==> src/rtl/adder_result_accumulator_if.sv <==
// Handshake bundle between the adder result stream, the accumulator and the result sink.
//
//   in_valid  / in_ready  : input beat handshake
//   in_sum    [N:0]       : adder result, bit N is the adder carry out
//   in_last               : beat closes the current frame
//   out_valid / out_ready : frame result handshake
//   out_acc   [ACC_W-1:0] : frame total modulo 2^ACC_W
//   out_count [15:0]      : beats in frame, saturating at 65535
//   out_ovf               : some accumulation in the frame carried out of ACC_W bits
//
// master: the environment (source of beats and sink of results).
// slave : the accumulator block.
interface adder_result_accumulator_if #(
  parameter int unsigned N     = 32,
  parameter int unsigned ACC_W = 40
);
  logic             in_valid;
  logic             in_ready;
  logic [N:0]       in_sum;
  logic             in_last;
  logic             out_valid;
  logic             out_ready;
  logic [ACC_W-1:0] out_acc;
  logic [15:0]      out_count;
  logic             out_ovf;

  modport master (
    output in_valid,
    output in_sum,
    output in_last,
    output out_ready,
    input  in_ready,
    input  out_valid,
    input  out_acc,
    input  out_count,
    input  out_ovf
  );

  modport slave (
    input  in_valid,
    input  in_sum,
    input  in_last,
    input  out_ready,
    output in_ready,
    output out_valid,
    output out_acc,
    output out_count,
    output out_ovf
  );
endinterface

==> src/rtl/adder_result_accumulator.sv <==
// Accumulates a stream of N+1-bit adder results into an ACC_W-bit running total.
// A beat flagged in_last closes the frame: total, beat count and sticky overflow are
// registered onto the result port and held until the sink takes them. While a result
// is held no further beats are accepted.
//
// Ports:
//   clk  : single clock, rising edge
//   rst  : asynchronous active-high reset; discards partial sums and pending results
//   bus  : slave side of adder_result_accumulator_if (beat input, frame result output)
module adder_result_accumulator #(
  parameter int unsigned N     = 32,
  parameter int unsigned ACC_W = 40
) (
  input logic                      clk,
  input logic                      rst,
  adder_result_accumulator_if.slave bus
);

  // Elaboration-time parameter legality.
  if (N < 1 || N > 32) begin : g_bad_n
    $error("adder_result_accumulator: N must be in 1..32");
  end
  if (ACC_W < N + 1) begin : g_bad_acc_w
    $error("adder_result_accumulator: ACC_W must be at least N+1");
  end

  localparam logic [15:0] CountMax = 16'hFFFF;

  typedef enum logic [0:0] {
    StAccum,
    StHold
  } state_e;

  state_e           state_q, state_d;

  // Running frame state.
  logic [ACC_W-1:0] acc_q, acc_d;
  logic [15:0]      count_q, count_d;
  logic             ovf_q, ovf_d;

  // Registered frame result.
  logic             out_valid_q, out_valid_d;
  logic [ACC_W-1:0] out_acc_q, out_acc_d;
  logic [15:0]      out_count_q, out_count_d;
  logic             out_ovf_q, out_ovf_d;

  logic             in_ready;
  logic             in_fire;
  logic [ACC_W:0]   acc_sum;   // one extra bit captures the carry out of the ACC_W add
  logic [ACC_W-1:0] acc_upd;
  logic [15:0]      count_upd;
  logic             ovf_upd;

  // Ready depends on state and reset only, so a source may wait on it without a
  // combinational loop through in_valid.
  assign in_ready = (state_q == StAccum) && !rst;
  assign in_fire  = bus.in_valid && in_ready;

  // Zero-extend the beat to ACC_W+1 bits before adding.
  assign acc_sum   = {1'b0, acc_q} + {{(ACC_W - N){1'b0}}, bus.in_sum};
  assign acc_upd   = acc_sum[ACC_W-1:0];
  assign ovf_upd   = ovf_q | acc_sum[ACC_W];
  assign count_upd = (count_q == CountMax) ? count_q : count_q + 16'd1;

  always_comb begin
    state_d     = state_q;
    acc_d       = acc_q;
    count_d     = count_q;
    ovf_d       = ovf_q;
    out_valid_d = out_valid_q;
    out_acc_d   = out_acc_q;
    out_count_d = out_count_q;
    out_ovf_d   = out_ovf_q;

    unique case (state_q)
      StAccum: begin
        if (in_fire) begin
          if (bus.in_last) begin
            // Publish the totals including this beat and start the next frame clean.
            out_acc_d   = acc_upd;
            out_count_d = count_upd;
            out_ovf_d   = ovf_upd;
            out_valid_d = 1'b1;
            acc_d       = '0;
            count_d     = '0;
            ovf_d       = 1'b0;
            state_d     = StHold;
          end else begin
            acc_d   = acc_upd;
            count_d = count_upd;
            ovf_d   = ovf_upd;
          end
        end
      end
      StHold: begin
        // Result fields are left as-is after the handshake; only valid drops.
        if (out_valid_q && bus.out_ready) begin
          out_valid_d = 1'b0;
          state_d     = StAccum;
        end
      end
      default: begin
        state_d = StAccum;
      end
    endcase
  end

  always_ff @(posedge clk or posedge rst) begin
    if (rst) begin
      state_q     <= StAccum;
      acc_q       <= '0;
      count_q     <= '0;
      ovf_q       <= 1'b0;
      out_valid_q <= 1'b0;
      out_acc_q   <= '0;
      out_count_q <= '0;
      out_ovf_q   <= 1'b0;
    end else begin
      state_q     <= state_d;
      acc_q       <= acc_d;
      count_q     <= count_d;
      ovf_q       <= ovf_d;
      out_valid_q <= out_valid_d;
      out_acc_q   <= out_acc_d;
      out_count_q <= out_count_d;
      out_ovf_q   <= out_ovf_d;
    end
  end

  assign bus.in_ready  = in_ready;
  assign bus.out_valid = out_valid_q;
  assign bus.out_acc   = out_acc_q;
  assign bus.out_count = out_count_q;
  assign bus.out_ovf   = out_ovf_q;

endmodule

==> src/flat_wrapper.sv <==
// flat-port wrapper written by rule: the top's interface ports become plain ports
module adder_result_accumulator_flat 
#(
  parameter int unsigned N     = 32,
  parameter int unsigned ACC_W = 40
)
  (clk, rst, bus_in_valid, bus_in_sum, bus_in_last, bus_out_ready, bus_in_ready, bus_out_valid, bus_out_acc, bus_out_count, bus_out_ovf);
  adder_result_accumulator_if #(.N(N), .ACC_W(ACC_W)) bus_i ();
  input logic clk;
  input logic rst;
  input wire logic [$bits(bus_i.in_valid)-1:0] bus_in_valid;
  input wire logic [$bits(bus_i.in_sum)-1:0] bus_in_sum;
  input wire logic [$bits(bus_i.in_last)-1:0] bus_in_last;
  input wire logic [$bits(bus_i.out_ready)-1:0] bus_out_ready;
  output wire logic [$bits(bus_i.in_ready)-1:0] bus_in_ready;
  output wire logic [$bits(bus_i.out_valid)-1:0] bus_out_valid;
  output wire logic [$bits(bus_i.out_acc)-1:0] bus_out_acc;
  output wire logic [$bits(bus_i.out_count)-1:0] bus_out_count;
  output wire logic [$bits(bus_i.out_ovf)-1:0] bus_out_ovf;
  assign bus_i.in_valid = bus_in_valid;
  assign bus_i.in_sum = bus_in_sum;
  assign bus_i.in_last = bus_in_last;
  assign bus_i.out_ready = bus_out_ready;
  assign bus_in_ready = bus_i.in_ready;
  assign bus_out_valid = bus_i.out_valid;
  assign bus_out_acc = bus_i.out_acc;
  assign bus_out_count = bus_i.out_count;
  assign bus_out_ovf = bus_i.out_ovf;
  adder_result_accumulator #(.N(N), .ACC_W(ACC_W)) u_core (.clk(clk), .rst(rst), .bus(bus_i));
endmodule
==> config.mk <==
export PLATFORM = sky130hd
export DESIGN_NAME = adder_result_accumulator_flat
export DESIGN_NICKNAME = d
export VERILOG_FILES = /design/src/rtl/adder_result_accumulator_if.sv /design/src/rtl/adder_result_accumulator.sv /design/src/flat_wrapper.sv
export SDC_FILE = /design/constraint.sdc
export NUM_CORES = 1
export LEC_CHECK = 0
export CELL_PAD_IN_SITES_DETAIL_PLACEMENT = 0
export CELL_PAD_IN_SITES_GLOBAL_PLACEMENT = 2
export CORE_ASPECT_RATIO = 2
export CORE_UTILIZATION = 39
export DETAILED_ROUTE_END_ITERATION = 10
export DONT_BUFFER_PORTS = 1
export PLACE_DENSITY_LB_ADDON = 0.1
export SYNTH_ARGS = -nofsm -noshare
export SYNTH_HDL_FRONTEND = slang
export SYNTH_SLANG_ARGS = --single-unit
==> constraint.sdc <==
create_clock -name clk -period 4.5 [get_ports clk]
set_input_delay 0.9 -clock clk [delete_from_list [all_inputs] [get_ports clk]]
set_output_delay 0.9 -clock clk [all_outputs]
set_load 0.005 [all_outputs]
# Yosys cells after proc, flatten, opt, wreduce, memory -nomap -nowiden
# Index checks and enable logic that the tools add are counted.
[op_classes] addsub=2 eq_ne=4 mux=12 bitwise=2 n_reduce_logical=7
[ops] op="40-bit by 33-bit adder with 41-bit output" count=1
[ops] op="40-bit 2-to-1 mux" count=1
[ops] op="16-bit 2-to-1 mux" count=2
[ops] op="16-bit by 1-bit adder with 16-bit output (second input constant)" count=1
[ops] op="16-bit == test (second input constant)" count=1
[ops] op="1-bit 2-to-1 mux" count=7
[ops] op="3-bit AND reduction" count=2
[ops] op="2-bit != test (second input constant)" count=2
[ops] op="1-bit one-hot mux with 2 select lines" count=2
[ops] op="1-bit logical AND" count=3
[ops] op="2-bit by 1-bit != test with 1-bit output (second input constant)" count=1
[ops] op="2-bit AND reduction" count=1
[ops] op="1-bit logical NOT" count=1
[ops] op="1-bit NOT" count=1
[ops] op="1-bit bitwise OR" count=1
[word_totals] reg_bits=116 word_cells=35

# Logic depth before layout (Yosys ltp)
# Gate-level depths: netlist (run 1).
[logic_depth] depth_word=5 depth_mapped=12

# Worst setup path before layout (run 1)
# No wires, ideal clock.
[synth_timing] path_kind="input to register" startpoint="input port bus_in_sum[0]" endpoint="register u_core.out_acc_q[28] (netlist: u_core.bus.out_acc[28])" setup_ps=125 t_arrival_ps=3076 setup_slack_ps=1299 cell_stages=12 cell_sequence="ha_1 inv_1 fa_1 nand2b_1 a21oi_1 nor3_2 o311ai_0 or3b_1 nand2_1 a21oi_1 xnor2_1 mux2_2"
[synth_via] elab_chain_len=1
[synth_lines] item="start: declaration" line="flat_wrapper.sv:12" text="input wire logic [$bits(bus_i.in_sum)-1:0] bus_in_sum;"
[synth_lines] item="40-bit by 33-bit adder with 41-bit output" line="adder_result_accumulator.sv:60" text="assign acc_sum = {1'b0, acc_q} + {{(ACC_W - N){1'b0}}, bus.in_sum};"
[synth_lines] item="end signal: assignment" line="adder_result_accumulator.sv:124" text="out_acc_q <= out_acc_d;"
[synth_lines] item="end: declaration" line="adder_result_accumulator.sv:43" text="logic [ACC_W-1:0] out_acc_q, out_acc_d;"
# No other way between the ends.
# A chain may end at the register's enable or synchronous reset.

# Worst setup path after layout (run 1)
# Ends and elaborated chain as after synthesis.

==> results of run 1 <==
-- cell families (layout without fill, tap and decap cells) --
group / Yosys count / after routing
AOI/OAI and AO/OA: 234 / 234
xor gates and xnor gates: 49 / 49
adders and majority gates: 35 / 35
buffers and inverters: 50 / 55
DFF: 116 / 116
muxes: 7 / 7
and+or+nand+nor: 240 / 240
-- layout make-up --
type,instances,area [um^2],area share
Clock buffer,22,464,0.0631
Clock inverter,10,154,0.0209
Inverter,17,66.3,0.00901
Multi-Input combinational cell,565,3470,0.471
Sequential cell,116,2900,0.394
Tap cell,207,259,0.0352
Timing Repair Buffer,6,45.0,0.00612
-- registers in the layout, indices dropped and copies added, names as in the netlist --
| name | cells |
|---|---|
| u_core.acc_q | 40 |
| u_core.bus.out_acc | 40 |
| u_core.bus.out_count | 16 |
| u_core.count_q | 16 |
| u_core.bus.out_ovf | 1 |
| u_core.bus.out_valid | 1 |
| u_core.ovf_q | 1 |
| u_core.state_q | 1 |
-- cell usage in the layout (no fill, tap or decap), drive strengths merged, types with 12 or more instances in the layout --
master	instances
a21oi	55
a22o	13
clkbuf	22
dfrtp	116
ha	34
inv	17
nand2	143
nand3	19
nor2	26
nor3	12
o21ai	104
o31ai	18
xnor2	25
xor2	24
-- routing by layer --
layer / vias up / part of all wire / GRT usage
met5: - / 0 / 0
met4: 0 / 0.020 / 0.0892
met3: 22 / 0.036 / 0.0408
met2: 101 / 0.56 / 0.429
met1: 2503 / 0.38 / 0.233
li1: 2574 / - / -
-- power by group through the flow --
stage / clock, mW / combinational (mW) / sequential (mW)
floorplan: 0 / 1.54 / 1.61
global placement: 0 / 1.93 / 1.73
detailed placement: 0 / 1.95 / 1.74
CTS: 1.48 / 1.96 / 1.72
global route: 1.52 / 2.19 / 1.76
finish: 1.45 / 1.94 / 1.71
-- stage by stage --
step	utilization	instances	power, mW	hold WS (ps)
finish	0.441	943	5.10	420
global route	0.441	943	5.47	463
CTS	0.441	943	5.16	449
detailed placement	0.404	911	3.69	466
global placement	0.404	911	3.66	455
floorplan	-	731	3.16	443
-- worst min-delay path by stage --
stage / startpoint / to / slack (ps) / cells past startpoint
finish: rst / u_core.acc_q[0] / 420 / 1
global route: rst / u_core.acc_q[0] / 460 / 1
CTS: rst / u_core.bus.out_count[1] / 450 / 1
detailed placement: u_core.acc_q[0] / u_core.acc_q[0] / 470 / 2
global placement: u_core.acc_q[0] / u_core.acc_q[0] / 450 / 2
floorplan: u_core.acc_q[0] / u_core.acc_q[0] / 440 / 2
==> key figures, run 1 <==
Placed design
  • Cell Area, Placed: 6740 um^2
  • Final GP Congestion: 0.846
  • Dpl ws: 705 ps
  • Final HPWL DP: 13.4 mm
  • Port bufs: 0

STA
  • Slew @ Worst Pin: 1030 ps
  • Setup violators final: 0
  • Min Tclk post-route: 3400 ps
  • Final hold violations: 0
  • Final Max Tran Viols: 0
  • Part of the cycle the worst path needs: 0.757
  • Fmax: 0.294 GHz
  • Slew headroom: 0.314
  • Post-Route Skew: 9.70 ps
  • Setup TNS: 0 ps
  • Fin worst setup slack: 1100 ps
  • RSZ-0062 raised after global routing: no

Critical path
  • CP Buf/Inv Count: 1
  • Crit-path slowest cell: o311ai_0
  • Startpoint types: input port
  • CP dominant cell by count: a21oi_1
  • Worst R2R Setup Slack: 1200 ps
  • R2R Path End: u_core.bus.out_acc[28]
  • CP delay by family, top: simple AND/OR/NAND/NOR gates
  • Critical path startpoint: bus_in_sum[0]
  • R2R cell count: 12
  • Crit Reg-Reg Startpoint: u_core.acc_q[0]
  • WP depth: 12
  • WP data arrival: 3710 ps
  • Critical Path End: u_core.bus.out_acc[28]
  • Worst endpoint required time: 4800 ps
  • Crit Path Category: input port to flop
  • Critical path capture point type: flop
  • Slowest cell delay on critical path: 470 ps
  • Critical path fanouts, max: 5
  • Crit path cell chain: ha_1 -> inv_1 -> fa_1 -> nand2b_1 -> a21oi_1 -> nor3_2 -> o311ai_0 -> or3b_1 -> nand2_1 -> a21oi_1 -> xnor2_1 -> mux2_2

Synthesis
  • Commonest cells post-synth: nand2_1, dfrtp_1, o21ai_0, a21oi_1, ha_1
  • YS warnings: 0
  • Mean post-synth cell area: 9.03 um^2
  • Dominant synthesized flop cell: dfrtp_1
  • XOR/XNOR Fraction of Synth Area: 0.0650
  • Syn nets: 804
  • Sequential area share after synthesis: 0.440
  • FFs w/ async S/R, synth: 1.00
  • Mux share of post-synthesis cell area: 0.0118
  • EDFF count, synth: 0
  • Synth Area in Simple Gates: 0.165
  • Adder-Cell Fraction of Synth Area: 0.0675
  • Area of the mapped netlist: 6600 um^2
  • Synth unique cells: 60
  • Synth Area in Compound Gates: 0.216
  • Synth Register Bits: 116
  • Syn Inst Count: 731
  • Most common cell in the netlist: nand2_1
  • Largest area contributor in the netlist: dfrtp_1
  • Synth area leaders: dfrtp_1, nand2_1, o21ai_0
  • Yosys top cell area share: 0.440
  • Largest family of logic cells by synthesized area: compound AO/OA/AOI/OAI gates

Pwr
  • Clock share of power: 0.284
  • P_sw: 2.01 mW
  • Cell-internal power: 3.09 mW
  • Leak Pwr: 3.25 nW
  • Seq pwr share: 0.335
  • Worst vdd ir: 220 uV
  • Switch share: 0.394
  • Pwr dens: 693 nW/um^2
  • Combinational share of power: 0.381

Detailed routing
  • Vias per cell: 5.51
  • Drt wl/cell: 19.6 um
  • DR vias: 5200
  • Initial drt markers: 175
  • Final wirelength: 18.5 mm
  • DRC: 0
  • First-pass DRT Iterations: 4
  • ANT nets after route: 0

Layout
  • Nets: 796
  • ANT cells: 0
  • Synth-to-Final Area Change: 11.5%
  • Design Area, Final: 7360 um^2
  • Fill count: 1645
  • Share of cells above drive strength 1: 0.0829

Floorplanning
  • Die X: 94.0 um
  • Die Span Y: 186 um
  • Num rows: 67
  • Die area: 17500 um^2
  • Initial Util: 0.396
  • Ports: 97
  • Core box area: 16700 um^2

GRT
  • Initial antenna violation count: 0
  • Largest net degree at the start of global routing: 95
  • All-Layer GR Usage: 0.224
  • First-pass GRT wire length: 28.9 mm
  • Total grt overflow: 0
  • Vias in the first global route: 5282

Run
  • MaxCap Viol Count: 0

Clocking
  • Number of buffers created by CTS: 17
  • # clock sinks: 116
  • Clk slew on worst S/H paths: 60 ps
  • Root Buffer Master: clkbuf_16
  • Max Root-Sink Buffers: 2
  • CTS-repair resized insts: 0
  • Number of post-CTS setup repair buffers: 0
  • CTS tree: built
  • CTS H-tree lvls: 4
  • Clk Latency, worst-skew pair: 420 ps
  • # hold bufs at CTS: 0

Min path
  • Worst min path class: input port to async pin

Run status
  • Outcome: completed
No activity file was read; power rests on OpenSTA's default activity.
==> run 2, diff against run 1 <==
==> constraint.sdc (replaced) <==
create_clock -name clk -period 3.4 [get_ports clk]
set_input_delay 0.68 -clock clk [delete_from_list [all_inputs] [get_ports clk]]
set_output_delay 0.68 -clock clk [all_outputs]
set_load 0.005 [all_outputs]
==> key figures, run 2 (same netlist as run 1, synthesis figures left out) <==
Floorplanning
  • Die X: 94.0 um
  • Ports: 97
  • Die area: 17500 um^2
  • Core box area: 16700 um^2
  • Die Span Y: 186 um
  • Num rows: 67
  • Initial Util: 0.396

Critical path
  • Slowest cell delay on critical path: 450 ps
  • WP data arrival: 3450 ps
  • Crit Path Category: flop to flop
  • Worst endpoint required time: 3700 ps
  • CP delay by family, top: simple AND/OR/NAND/NOR gates
  • CP Buf/Inv Count: 1
  • Crit path cell chain: ha_1 -> inv_1 -> fa_1 -> nand2b_1 -> a21oi_1 -> nor3_2 -> o311ai_0 -> or3b_1 -> nand2_1 -> a21oi_1 -> xnor2_1 -> mux2_2
  • CP dominant cell by count: a21oi_1
  • Critical path fanouts, max: 5
  • Startpoint types: flop
  • R2R cell count: 12
  • WP depth: 12
  • Crit-path slowest cell: or3b_1
  • Critical path capture point type: flop

Layout
  • Synth-to-Final Area Change: 14.4%
  • Most frequent cells in the layout: nand2_1, dfrtp_1, o21ai_0, a21oi_1, ha_1
  • Most common cell after layout, fill and taps aside: nand2_1
  • ANT cells: 0
  • Fin cells: 968
  • Share of cells above drive strength 1: 0.114
  • Nets: 821

Clocking
  • Number of buffers created by CTS: 17
  • Clk Latency, worst-skew pair: 420 ps
  • Clk slew on worst S/H paths: 60 ps
  • CTS-repair resized insts: 0
  • # clock sinks: 116
  • Number of post-CTS setup repair buffers: 0
  • # hold bufs at CTS: 0
  • Max Root-Sink Buffers: 2
  • Root Buffer Master: clkbuf_16
  • CTS H-tree lvls: 4
  • CTS tree: built

Placed design
  • Dpl ws: -88.5 ps
  • Final GP Congestion: 0.847
  • Port bufs: 0
  • Final HPWL DP: 13.2 mm
  • Dpl cells: 936

GRT
  • Total grt overflow: 0
  • All-Layer GR Usage: 0.221
  • Initial antenna violation count: 0
  • Vias in the first global route: 5609
  • Largest net degree at the start of global routing: 95
  • First-pass GRT wire length: 28.9 mm

Pwr
  • Switch share: 0.392
  • Clock share of power: 0.269
  • Leak Pwr: 3.34 nW
  • Worst vdd ir: 375 uV
  • Pwr dens: 900 nW/um^2
  • Cell-internal power: 4.13 mW
  • Seq pwr share: 0.330
  • Combinational share of power: 0.401
  • P_sw: 2.67 mW
  • Power, Total: 6.80 mW

STA
  • Fmax: 0.318 GHz
  • Final hold violations: 0
  • Slew @ Worst Pin: 991 ps
  • Min Tclk post-route: 3140 ps
  • Setup TNS: 0 ps
  • Part of the cycle the worst path needs: 0.925
  • RSZ-0062 raised after global routing: no
  • Final Max Tran Viols: 0
  • Slew headroom: 0.338
  • Post-Route Skew: 9.57 ps
  • Fin worst setup slack: 256 ps
  • Setup violators final: 0

Detailed routing
  • DR vias: 5315
  • Final wirelength: 18.0 mm
  • Max Used Layer: met4
  • Wl on met1: 7.06 mm
  • Vias per cell: 5.49
  • DRC: 0
  • Initial drt markers: 161
  • Drt wl/cell: 18.6 um
  • First-pass DRT Iterations: 4
  • ANT nets after route: 0
  • Wire length on met2: 10.0 mm
  • Met3 wire length: 533 um

Run
  • MaxCap Viol Count: 0

Min path
  • Worst min path class: input port to async pin

Run status
  • Outcome: completed
[run 2: final cells by class]
type	count	area [um^2]
clock buffers	19	433
flip-flops and latches	116	2900
fillers	1650	9130
repair buffers	31	258
clock inverters	13	160
well taps	207	259
inverters	17	67.6
multi-input cells	565	3470
[run 2: path summary, 6_finish.rpt]
| kind | startpoint | endpoint | slack (ps) |
|---|---|---|---|
| hold / removal | rst | u_core.acc_q[0] | 330 |
| setup / recovery | u_core.acc_q[0] | u_core.bus.out_acc[28] | 260 |
| hold reg to reg | u_core.ovf_q | u_core.ovf_q | 480 |
| setup reg to reg | u_core.acc_q[0] | u_core.bus.out_acc[28] | 260 |
| min in group clk | bus_in_last | u_core.acc_q[20] | 360 |
| max in group asynchronous | rst | u_core.acc_q[4] | 2330 |
[run 2: layer usage]
layer / global-route usage / vias to the layer above
li1: - / 2624
met1: 0.234 / 2569
met2: 0.418 / 100
met3: 0.0437 / 22
met4: 0.0874 / 0
met5: 0 / -
[run 2: metrics by stage]
step,utilization,instance area (um^2),hold slack (ps)
2_1_floorplan,-,6600,443
3_3_place_gp,0.417,6960,457
3_5_place_dp,0.417,6960,467
4_1_cts,0.453,7550,335
5_1_grt,0.453,7550,340
6_report,0.453,7550,330
[run 2: power by group through the flow]
| stage | sequential [mW] | clock (mW) | combinational (mW) |
|---|---|---|---|
| 2_1_floorplan | 2.14 | 0 | 2.04 |
| 4_1_cts | 2.26 | 1.87 | 2.76 |
| 3_3_place_gp | 2.27 | 0 | 2.72 |
| 5_1_grt | 2.32 | 1.93 | 3.09 |
| 3_5_place_dp | 2.28 | 0 | 2.75 |
| 6_report | 2.24 | 1.83 | 2.73 |
==> run 3, diff against run 2 <==
--- a/config.mk
+++ b/config.mk
@@ -11,6 +11,7 @@
 export CORE_UTILIZATION = 39
 export DETAILED_ROUTE_END_ITERATION = 10
 export DONT_BUFFER_PORTS = 1
+export GPL_TIMING_DRIVEN = 0
 export PLACE_DENSITY_LB_ADDON = 0.1
 export SYNTH_ARGS = -nofsm -noshare
 export SYNTH_HDL_FRONTEND = slang
==> key figures, run 3 (same netlist as run 1, synthesis figures left out) <==
Run status
  • Outcome: completed

Critical path
  • Worst endpoint required time: 3700 ps
  • Critical path fanouts, max: 5
  • CP delay by family, top: simple AND/OR/NAND/NOR gates
  • Slowest cell delay on critical path: 450 ps
  • Critical path capture point type: flop
  • Crit Reg-Reg Startpoint: u_core.acc_q[0]
  • Critical path startpoint: u_core.acc_q[0]
  • Crit Path Category: flop to flop
  • Crit path cell chain: ha_1 -> inv_1 -> fa_1 -> nand2b_1 -> a21oi_1 -> nor3_2 -> o311ai_0 -> or3b_1 -> nand2_1 -> a21oi_1 -> xnor2_1 -> mux2_2
  • Crit-path slowest cell: o311ai_0
  • Startpoint types: flop
  • CP dominant cell by count: a21oi_1
  • WP data arrival: 3450 ps
  • CP Buf/Inv Count: 1

STA
  • Slew headroom: 0.481
  • Post-Route Skew: 12.8 ps
  • Slew @ Worst Pin: 778 ps
  • Fmax: 0.317 GHz
  • RSZ-0062 raised after global routing: no
  • Min Tclk post-route: 3150 ps
  • Setup violators final: 0
  • Part of the cycle the worst path needs: 0.927
  • Fin worst setup slack: 249 ps
  • Final hold violations: 0
  • Final Max Tran Viols: 0
  • Setup TNS: 0 ps

Clocking
  • Clk slew on worst S/H paths: 60 ps
  • Max Root-Sink Buffers: 2
  • CTS H-tree lvls: 4
  • CTS tree: built
  • Number of post-CTS setup repair buffers: 0
  • Number of buffers created by CTS: 17
  • # clock sinks: 116
  • Root Buffer Master: clkbuf_16
  • Clk Latency, worst-skew pair: 420 ps

Floorplanning
  • Ports: 97
  • Num rows: 67
  • Initial Util: 0.396
  • Die Span Y: 186 um
  • Die X: 94.0 um
  • Core box area: 16700 um^2
  • Die area: 17500 um^2

Detailed routing
  • Vias per cell: 5.51
  • Drt wl/cell: 19.8 um
  • ANT nets after route: 0
  • Final wirelength: 19.3 mm
  • DRC: 0
  • DR vias: 5359
  • Initial drt markers: 185
  • First-pass DRT Iterations: 5

Pwr
  • Worst vdd ir: 349 uV
  • Pwr dens: 904 nW/um^2
  • Power, Total: 6.85 mW
  • Leak Pwr: 3.31 nW

Placed design
  • Final GP Congestion: 0.860
  • Dpl cells: 941
  • Dpl ws: -110 ps
  • Port bufs: 0
  • Cell Area, Placed: 6920 um^2
  • Final HPWL DP: 14.8 mm

Layout
  • Most common cell after layout, fill and taps aside: nand2_1
  • Design Area, Final: 7580 um^2
  • Synth-to-Final Area Change: 14.8%
  • Nets: 826
  • Fin cells: 973
  • ANT cells: 0
  • Most frequent cells in the layout: nand2_1, dfrtp_1, o21ai_0, a21oi_1, ha_1
  • Share of cells above drive strength 1: 0.0809

GRT
  • All-Layer GR Usage: 0.235
  • Initial antenna violation count: 0
  • Total grt overflow: 0
  • Vias in the first global route: 5509
  • Largest net degree at the start of global routing: 38
  • First-pass GRT wire length: 30.2 mm

Min path
  • Worst min path class: input port to async pin

Run
  • MaxCap Viol Count: 0
## run 3: cell count changes in the layout (fill, tap and decap cells not counted), moves of 2 or more
| cell | delta |
|---|---|
| clkbuf_1 | +29 |
| buf_2 | +2 |
| buf_4 | -29 |
| bufinv_16 | +2 |
## run 3: repair_timing
action | CTS | global route
setup endpoints to repair | 0 | 2
resized for setup | 0 | 1
hold buffers | 0 | 0
## run 3: metrics by stage
step           hold slack, ps   util
2_1_floorplan             443      -
3_3_place_gp              460  0.411
3_5_place_dp              469  0.415
4_1_cts                  66.3  0.453
5_1_grt                  81.8  0.454
6_report                 75.5  0.454
## run 3: path summary, 6_finish.rpt
path                                           to  slack, ps  cells past startpoint
min                             u_core.count_q[0]         80                      1
min reg2reg                       u_core.acc_q[0]        480                      2
max                        u_core.bus.out_acc[28]        250                     12
max reg2reg                u_core.bus.out_acc[28]        250                     12
min in group clk             u_core.bus.out_valid        370                      1
max in group asynchronous        u_core.acc_q[23]       2570                      3
## run 3: area by class of cell
cell class	instances	area, um^2
fill	1631	9110
multi-input combinational	565	3480
sequential	116	2900
clock buffer	19	433
tap	207	259
clock inverter	13	208
buffer	33	165
inverter	17	67.6
timing repair buffer	3	60.1
## run 3: worst reg2reg max path: stages, from the launching register on
cell and delay [ps]:
dfrtp_1 340, ha_1 190, inv_1 60, fa_1 390
nand2b_1 180, a21oi_1 190, nor3_2 100, o311ai_0 450
or3b_1 440, nand2_1 150, a21oi_1 110, xnor2_1 160
mux2_2 280
## run 3: per-layer routing
metal,share of wire,GRT usage,up-vias
met5,0,0,-
met3,0.042,0.0486,24
met1,0.38,0.246,2598
met4,0.022,0.101,0
met2,0.56,0.440,107
li1,-,-,2630
## run 3: power by group
| part | total, mW | internal [mW] | switching [mW] |
|---|---|---|---|
| combinational | 2.65 | 1.03 | 1.62 |
| clock | 1.96 | 1.30 | 0.665 |
| sequential | 2.23 | 1.86 | 0.372 |
| total | 6.85 | 4.19 | 2.66 |
